$ cat src/rtl/cpu_pkg.sv
// Shared CPU datapath types: word and register-address widths for the 6-bit core.
package cpu_pkg;
   localparam int REG_W   = 6;
   localparam int NREGS   = 8;
   localparam int RADDR_W = 3;

   typedef logic [REG_W-1:0]   word_t;
   typedef logic [RADDR_W-1:0] raddr_t;
endpackage

$ cat src/rtl/reg_file_8x6_if.sv
// Register-file access bundle: one write port, two combinational read ports, debug written mask.
interface reg_file_8x6_if;
   import cpu_pkg::*;

   logic               we;
   raddr_t             waddr;
   word_t              wdata;
   raddr_t             raddr_a;
   raddr_t             raddr_b;
   word_t              rdata_a;
   word_t              rdata_b;
   logic [NREGS-1:0]   written;

   modport master (
      output we, waddr, wdata, raddr_a, raddr_b,
      input  rdata_a, rdata_b, written
   );

   modport slave (
      input  we, waddr, wdata, raddr_a, raddr_b,
      output rdata_a, rdata_b, written
   );
endinterface

$ cat src/rtl/reg_file_8x6_reg_word.sv
// Single storage word with synchronous clear (dominant) and load enable.
module reg_word #(
   parameter int WIDTH = 6
) (
   input  logic             clk,
   input  logic             clr,
   input  logic             ld,
   input  logic [WIDTH-1:0] d,
   output logic [WIDTH-1:0] q
);

   always_ff @(posedge clk) begin
      if (clr)
         q <= '0;
      else if (ld)
         q <= d;
   end

endmodule

$ cat src/rtl/reg_file_8x6.sv
// 8x6 architectural register file: two combinational read ports, write bypass,
// optional hardwired-zero R0 and a sticky per-register written mask.
module reg_file_8x6
   import cpu_pkg::*;
#(
   parameter int WIDTH   = REG_W,
   parameter int DEPTH   = NREGS,
   parameter bit ZERO_R0 = 1'b1,
   parameter bit BYPASS  = 1'b1
) (
   input  logic            clk,
   input  logic            rst,
   reg_file_8x6_if.slave   bus
);

   logic [WIDTH-1:0]             q [DEPTH];
   logic [DEPTH-1:0]             ld;
   logic [DEPTH-1:0]             written_q;
   logic [WIDTH-1:0][DEPTH-1:0]  col;
   logic [WIDTH-1:0]             raw_a;
   logic [WIDTH-1:0]             raw_b;
   logic                         byp_a;
   logic                         byp_b;
   logic                         zero_a;
   logic                         zero_b;

   // Clear dominates load inside reg_word, so a write in the reset cycle is dropped.
   for (genvar i = 0; i < DEPTH; i++) begin : g_reg
      assign ld[i] = bus.we && (bus.waddr == RADDR_W'(i)) && !(ZERO_R0 && (i == 0));

      reg_word #(.WIDTH(WIDTH)) u_word (
         .clk (clk),
         .clr (rst),
         .ld  (ld[i]),
         .d   (bus.wdata),
         .q   (q[i])
      );
   end

   // A write to R0 still sets its mask bit so bring-up can see the attempt.
   always_ff @(posedge clk) begin
      if (rst)
         written_q <= '0;
      else if (bus.we)
         written_q[bus.waddr] <= 1'b1;
   end

   // Transpose stored words into per-bit columns for the bit-sliced 8:1 selects.
   always_comb begin
      col = '0;
      for (int b = 0; b < WIDTH; b++) begin
         for (int i = 0; i < DEPTH; i++) begin
            col[b][i] = q[i][b];
         end
      end
   end

   always_comb begin
      raw_a = '0;
      raw_b = '0;
      for (int b = 0; b < WIDTH; b++) begin
         raw_a[b] = col[b][bus.raddr_a];
         raw_b[b] = col[b][bus.raddr_b];
      end
   end

   assign zero_a = ZERO_R0 && (bus.raddr_a == '0);
   assign zero_b = ZERO_R0 && (bus.raddr_b == '0);
   assign byp_a  = BYPASS && bus.we && !rst && (bus.raddr_a == bus.waddr);
   assign byp_b  = BYPASS && bus.we && !rst && (bus.raddr_b == bus.waddr);

   assign bus.rdata_a = zero_a ? '0 : (byp_a ? bus.wdata : raw_a);
   assign bus.rdata_b = zero_b ? '0 : (byp_b ? bus.wdata : raw_b);
   assign bus.written = written_q;

endmodule

$ cat src/flat_wrapper.sv
// flat-port wrapper written by rule: the top's interface ports become plain ports
module reg_file_8x6_flat import cpu_pkg::*;
#(
   parameter int WIDTH   = REG_W,
   parameter int DEPTH   = NREGS,
   parameter bit ZERO_R0 = 1'b1,
   parameter bit BYPASS  = 1'b1
)
  (clk, rst, bus_we, bus_waddr, bus_wdata, bus_raddr_a, bus_raddr_b, bus_rdata_a, bus_rdata_b, bus_written);
  reg_file_8x6_if bus_i ();
  input  logic clk;
  input  logic rst;
  input wire logic [$bits(bus_i.we)-1:0] bus_we;
  input wire logic [$bits(bus_i.waddr)-1:0] bus_waddr;
  input wire logic [$bits(bus_i.wdata)-1:0] bus_wdata;
  input wire logic [$bits(bus_i.raddr_a)-1:0] bus_raddr_a;
  input wire logic [$bits(bus_i.raddr_b)-1:0] bus_raddr_b;
  output wire logic [$bits(bus_i.rdata_a)-1:0] bus_rdata_a;
  output wire logic [$bits(bus_i.rdata_b)-1:0] bus_rdata_b;
  output wire logic [$bits(bus_i.written)-1:0] bus_written;
  assign bus_i.we = bus_we;
  assign bus_i.waddr = bus_waddr;
  assign bus_i.wdata = bus_wdata;
  assign bus_i.raddr_a = bus_raddr_a;
  assign bus_i.raddr_b = bus_raddr_b;
  assign bus_rdata_a = bus_i.rdata_a;
  assign bus_rdata_b = bus_i.rdata_b;
  assign bus_written = bus_i.written;
  reg_file_8x6 #(.WIDTH(WIDTH), .DEPTH(DEPTH), .ZERO_R0(ZERO_R0), .BYPASS(BYPASS)) u_core (.clk(clk), .rst(rst), .bus(bus_i));
endmodule
$ cat config.mk
export PLATFORM = sky130hd
export DESIGN_NAME = reg_file_8x6_flat
export DESIGN_NICKNAME = d
export VERILOG_FILES = /design/src/rtl/cpu_pkg.sv /design/src/rtl/reg_file_8x6_if.sv /design/src/rtl/reg_file_8x6_reg_word.sv /design/src/rtl/reg_file_8x6.sv /design/src/flat_wrapper.sv
export SDC_FILE = /design/constraint.sdc
export NUM_CORES = 1
export LEC_CHECK = 0
export BUFFER_PORTS_ARGS = -buffer_cell sky130_fd_sc_hd__buf_2
export CAP_MARGIN = 30
export CORE_MARGIN = 8
export CORE_UTILIZATION = 39
export CTS_CLUSTER_SIZE = 28
export DETAILED_ROUTE_END_ITERATION = 6
export GPL_ROUTABILITY_DRIVEN = 0
export PLACE_DENSITY_LB_ADDON = 0.08
export SETUP_SLACK_MARGIN = 0.05
export SLEW_MARGIN = 20
export SYNTH_ARGS = -nofsm -noshare
export SYNTH_HDL_FRONTEND = slang
export SYNTH_SLANG_ARGS = --single-unit
$ cat constraint.sdc
create_clock -name clk -period 3.7 [get_ports clk]
set_input_delay 0.74 -clock clk [delete_from_list [all_inputs] [get_ports clk]]
set_output_delay 0.74 -clock clk [all_outputs]
set_load 0.05 [all_outputs]
==> flow_summary.toml <==
[outcome]
outcome = "finished, final reports clean"

[setup_path]
critical_path_arrival_ps = 2410
worstPathMaxFanout = 15
r2r_start = "u_core.g_reg[2].u_word.q[2]$_SDFFE_PP0P_"
start_kind = "input pin"
critPathCaptureType = "output port"
critical_path_class = "input pin to output port"
timing.critical_path.from = "bus_raddr_a[2]"
cp_data_required_time_ps = 2960

[timing]
fmax_ghz = 0.317
timing_max_transition_violations_final = 0
totalNegativeSetupSlack_ps = 0
setup_viol = 0
relSlewSlack_pct = 49.0
rsz0062_at_grt = "no"
period_share_pct = 85.1
fin_skew_ps = 0
hold_ws_ps = 445
postLayoutSetupSlackWorst_ps = 550
final_worst_path_period_need_ps = 3150
final_hold_viols = 0
worst_pin_slew_ps = 763

[detailed_routing]
route.vias.total = 2303
routed_length_per_placed_instance_um = 18.2
drt_first_pass_iters = 4
drt-vias-per-instance = 5.28
number_of_drc_markers_in_iteration_0 = 104
route.antenna.remaining_nets = 0
wirelength_routed_um = 7950
drc = 0

[synthesis]
edff_count_synth = 0
synth-warning-count = 0
post_synth.cell_area_avg_um2 = 9.08
netlist_area_um2 = 2870
postSynth.topFlopCell = "sky130_fd_sc_hd__dfxtp_1"
synth_top_cells_by_count = "sky130_fd_sc_hd__nor2_1, sky130_fd_sc_hd__mux2i_1, sky130_fd_sc_hd__dfxtp_1"
synth_top_area_share_pct = 34.9
yosysMostFrequentCell = "sky130_fd_sc_hd__nor2_1"
yosysTopAreaCell = "sky130_fd_sc_hd__dfxtp_1"
synthTopCellsByArea = "sky130_fd_sc_hd__dfxtp_1, sky130_fd_sc_hd__mux2i_1, sky130_fd_sc_hd__nor2_1"
postSynth.asyncResetShare_pct = 0
netlist-cell-type-count = 41
synthesis.nets = 334
post_synth_inst_count = 316
synth_seq_cells = 50
synth.yosys.seq_area_share_pct = 34.9

[place]
placement.setup.worst_slack_ps = 567
post-dp-hpwl_um = 5630
io_buffer_count = 37

[floorplan]
floorplan_core_area_um2 = 7180
io_pins = 38
initial_utilization_pct = 40.0
std_cell_rows = 31
die_width_um = 102
die_area_um2 = 10400
die_h_um = 102

[clock_tree]
cts-hold-fix-buffers = 0
cts.path.max_buffers = 2
cts_root_buf = "sky130_fd_sc_hd__clkbuf_8"
post_cts.repair.setup_buffers = 0
cts-htree-levels = 2
cts_tree = "done"
clock-sinks = 50
path_clk_slew_ps = 90
worstSkewPairLatency_ps = 300
cts_inserted_buffers = 5
post_cts.resized_instances = 0

[pwr]
worst_ir_drop_vdd_v = 0.000171
cellPowerDensity_nw_per_um2 = 342
leakagePower_uw = 0.00133

[final_layout]
fin_nets = 355
syn2layout_area_growth_pct = 7.89
postLayoutCoreUtil_pct = 43.1
num-fill-cells = 748
share_of_layout_cells_above_drive_strength_1_pct = 19.9
diodes = 0
ff_latch_area_um2 = 1000
multi_input_area_um2 = 1650

[global_routing]
grt_pass1_wl_um = 12600
grt_util_all_layers_pct = 16.0
grt_antenna_before_repair = 0
maximum_number_of_pins_on_one_net_before_global_route_repair = 51
first_global_vias = 2231
overflow = 0

[flow_run]
drv_cap = 0

[worst_hold_path]
hold_path_class = "flip-flop to flip-flop"
hold_path_startpoint = "u_core.bus.written[3]$_SDFFE_PP0P_"
==> cells by family after synthesis <==
group	after synthesis	share of synthesized area, %
AO/OA/AOI/OAI	38	10.2
XOR/XNOR	6	1.83
buffers and inverters	34	7.59
flip-flops	50	34.9
multiplexers	70	24.9
AND/OR/NAND/NOR	118	20.5
==> critical path, cell delays in order <==
cell and delay (ps):
sky130_fd_sc_hd__buf_2 320, sky130_fd_sc_hd__buf_4 280, sky130_fd_sc_hd__mux2i_1 230, sky130_fd_sc_hd__o22ai_1 140
sky130_fd_sc_hd__a2111oi_2 380, sky130_fd_sc_hd__nor3_1 90, sky130_fd_sc_hd__buf_2 220
==> per-layer routing <==
layer	GRT usage (%)	vias up	part of all wire (%)
met2	25.1	43	46
li1	-	1148	-
met3	2.89	8	4.1
met4	4.58	0	1.4
met5	0	-	0
met1	21.8	1104	48
==> cell type report <==
class | count | area share, %
Multi-Input combinational cell | 232 | 53.3
Sequential cell | 50 | 32.3
Timing Repair Buffer | 41 | 6.95
Tap cell | 99 | 4.00
Clock buffer | 5 | 2.22
Inverter | 7 | 0.849
Clock inverter | 2 | 0.323
==> state kept, by name, indices dropped and copies added (netlist names) <==
signal	cells
u_core.g.u_word.q	42
u_core.bus.written	8
==> path summary, 6_finish.rpt <==
path         slack, ps  cells past startpoint                                        to
max                550                      7                            bus_rdata_a[5]
min                440                      2        u_core.bus.written[3]$_SDFFE_PP0P_
max reg2reg       2980                      4  u_core.g_reg[2].u_word.q[2]$_SDFFE_PP0P_
min reg2reg        440                      2        u_core.bus.written[3]$_SDFFE_PP0P_
==> power breakdown <==
part | switching [uW] | leakage, uW | internal [uW] | total, uW
logic | 127 | 0.000886 | 60.3 | 187
registers | 9.32 | 0.000405 | 551 | 560
clock network | 183 | 0.0000438 | 128 | 311
==> cell usage in the layout, fill, tap and decap left out, types with 2 or more instances in the layout <==
cell type and count:
sky130_fd_sc_hd__nand4b_2 2, sky130_fd_sc_hd__a21oi_1 12, sky130_fd_sc_hd__nor2_1 69, sky130_fd_sc_hd__buf_4 4, sky130_fd_sc_hd__nor3_1 12, sky130_fd_sc_hd__xnor2_1 6, sky130_fd_sc_hd__mux2i_1 68, sky130_fd_sc_hd__o22ai_1 11
sky130_fd_sc_hd__clkinv_2 2, sky130_fd_sc_hd__nand4_1 3, sky130_fd_sc_hd__inv_1 7, sky130_fd_sc_hd__dfxtp_1 50, sky130_fd_sc_hd__a2111oi_2 6, sky130_fd_sc_hd__a2111oi_1 4, sky130_fd_sc_hd__nand2_1 16, sky130_fd_sc_hd__buf_2 37
sky130_fd_sc_hd__nand2b_1 3, sky130_fd_sc_hd__clkbuf_8 5
==> per-stage QoR <==
stage,area (um2),power (uW),instances
global route,3100,1110,436
CTS,3100,1070,436
floorplan,2870,723,316
detailed placement,3020,761,429
finish,3100,1060,436
global placement,3020,760,429
No activity file was read; power rests on OpenSTA's default activity.
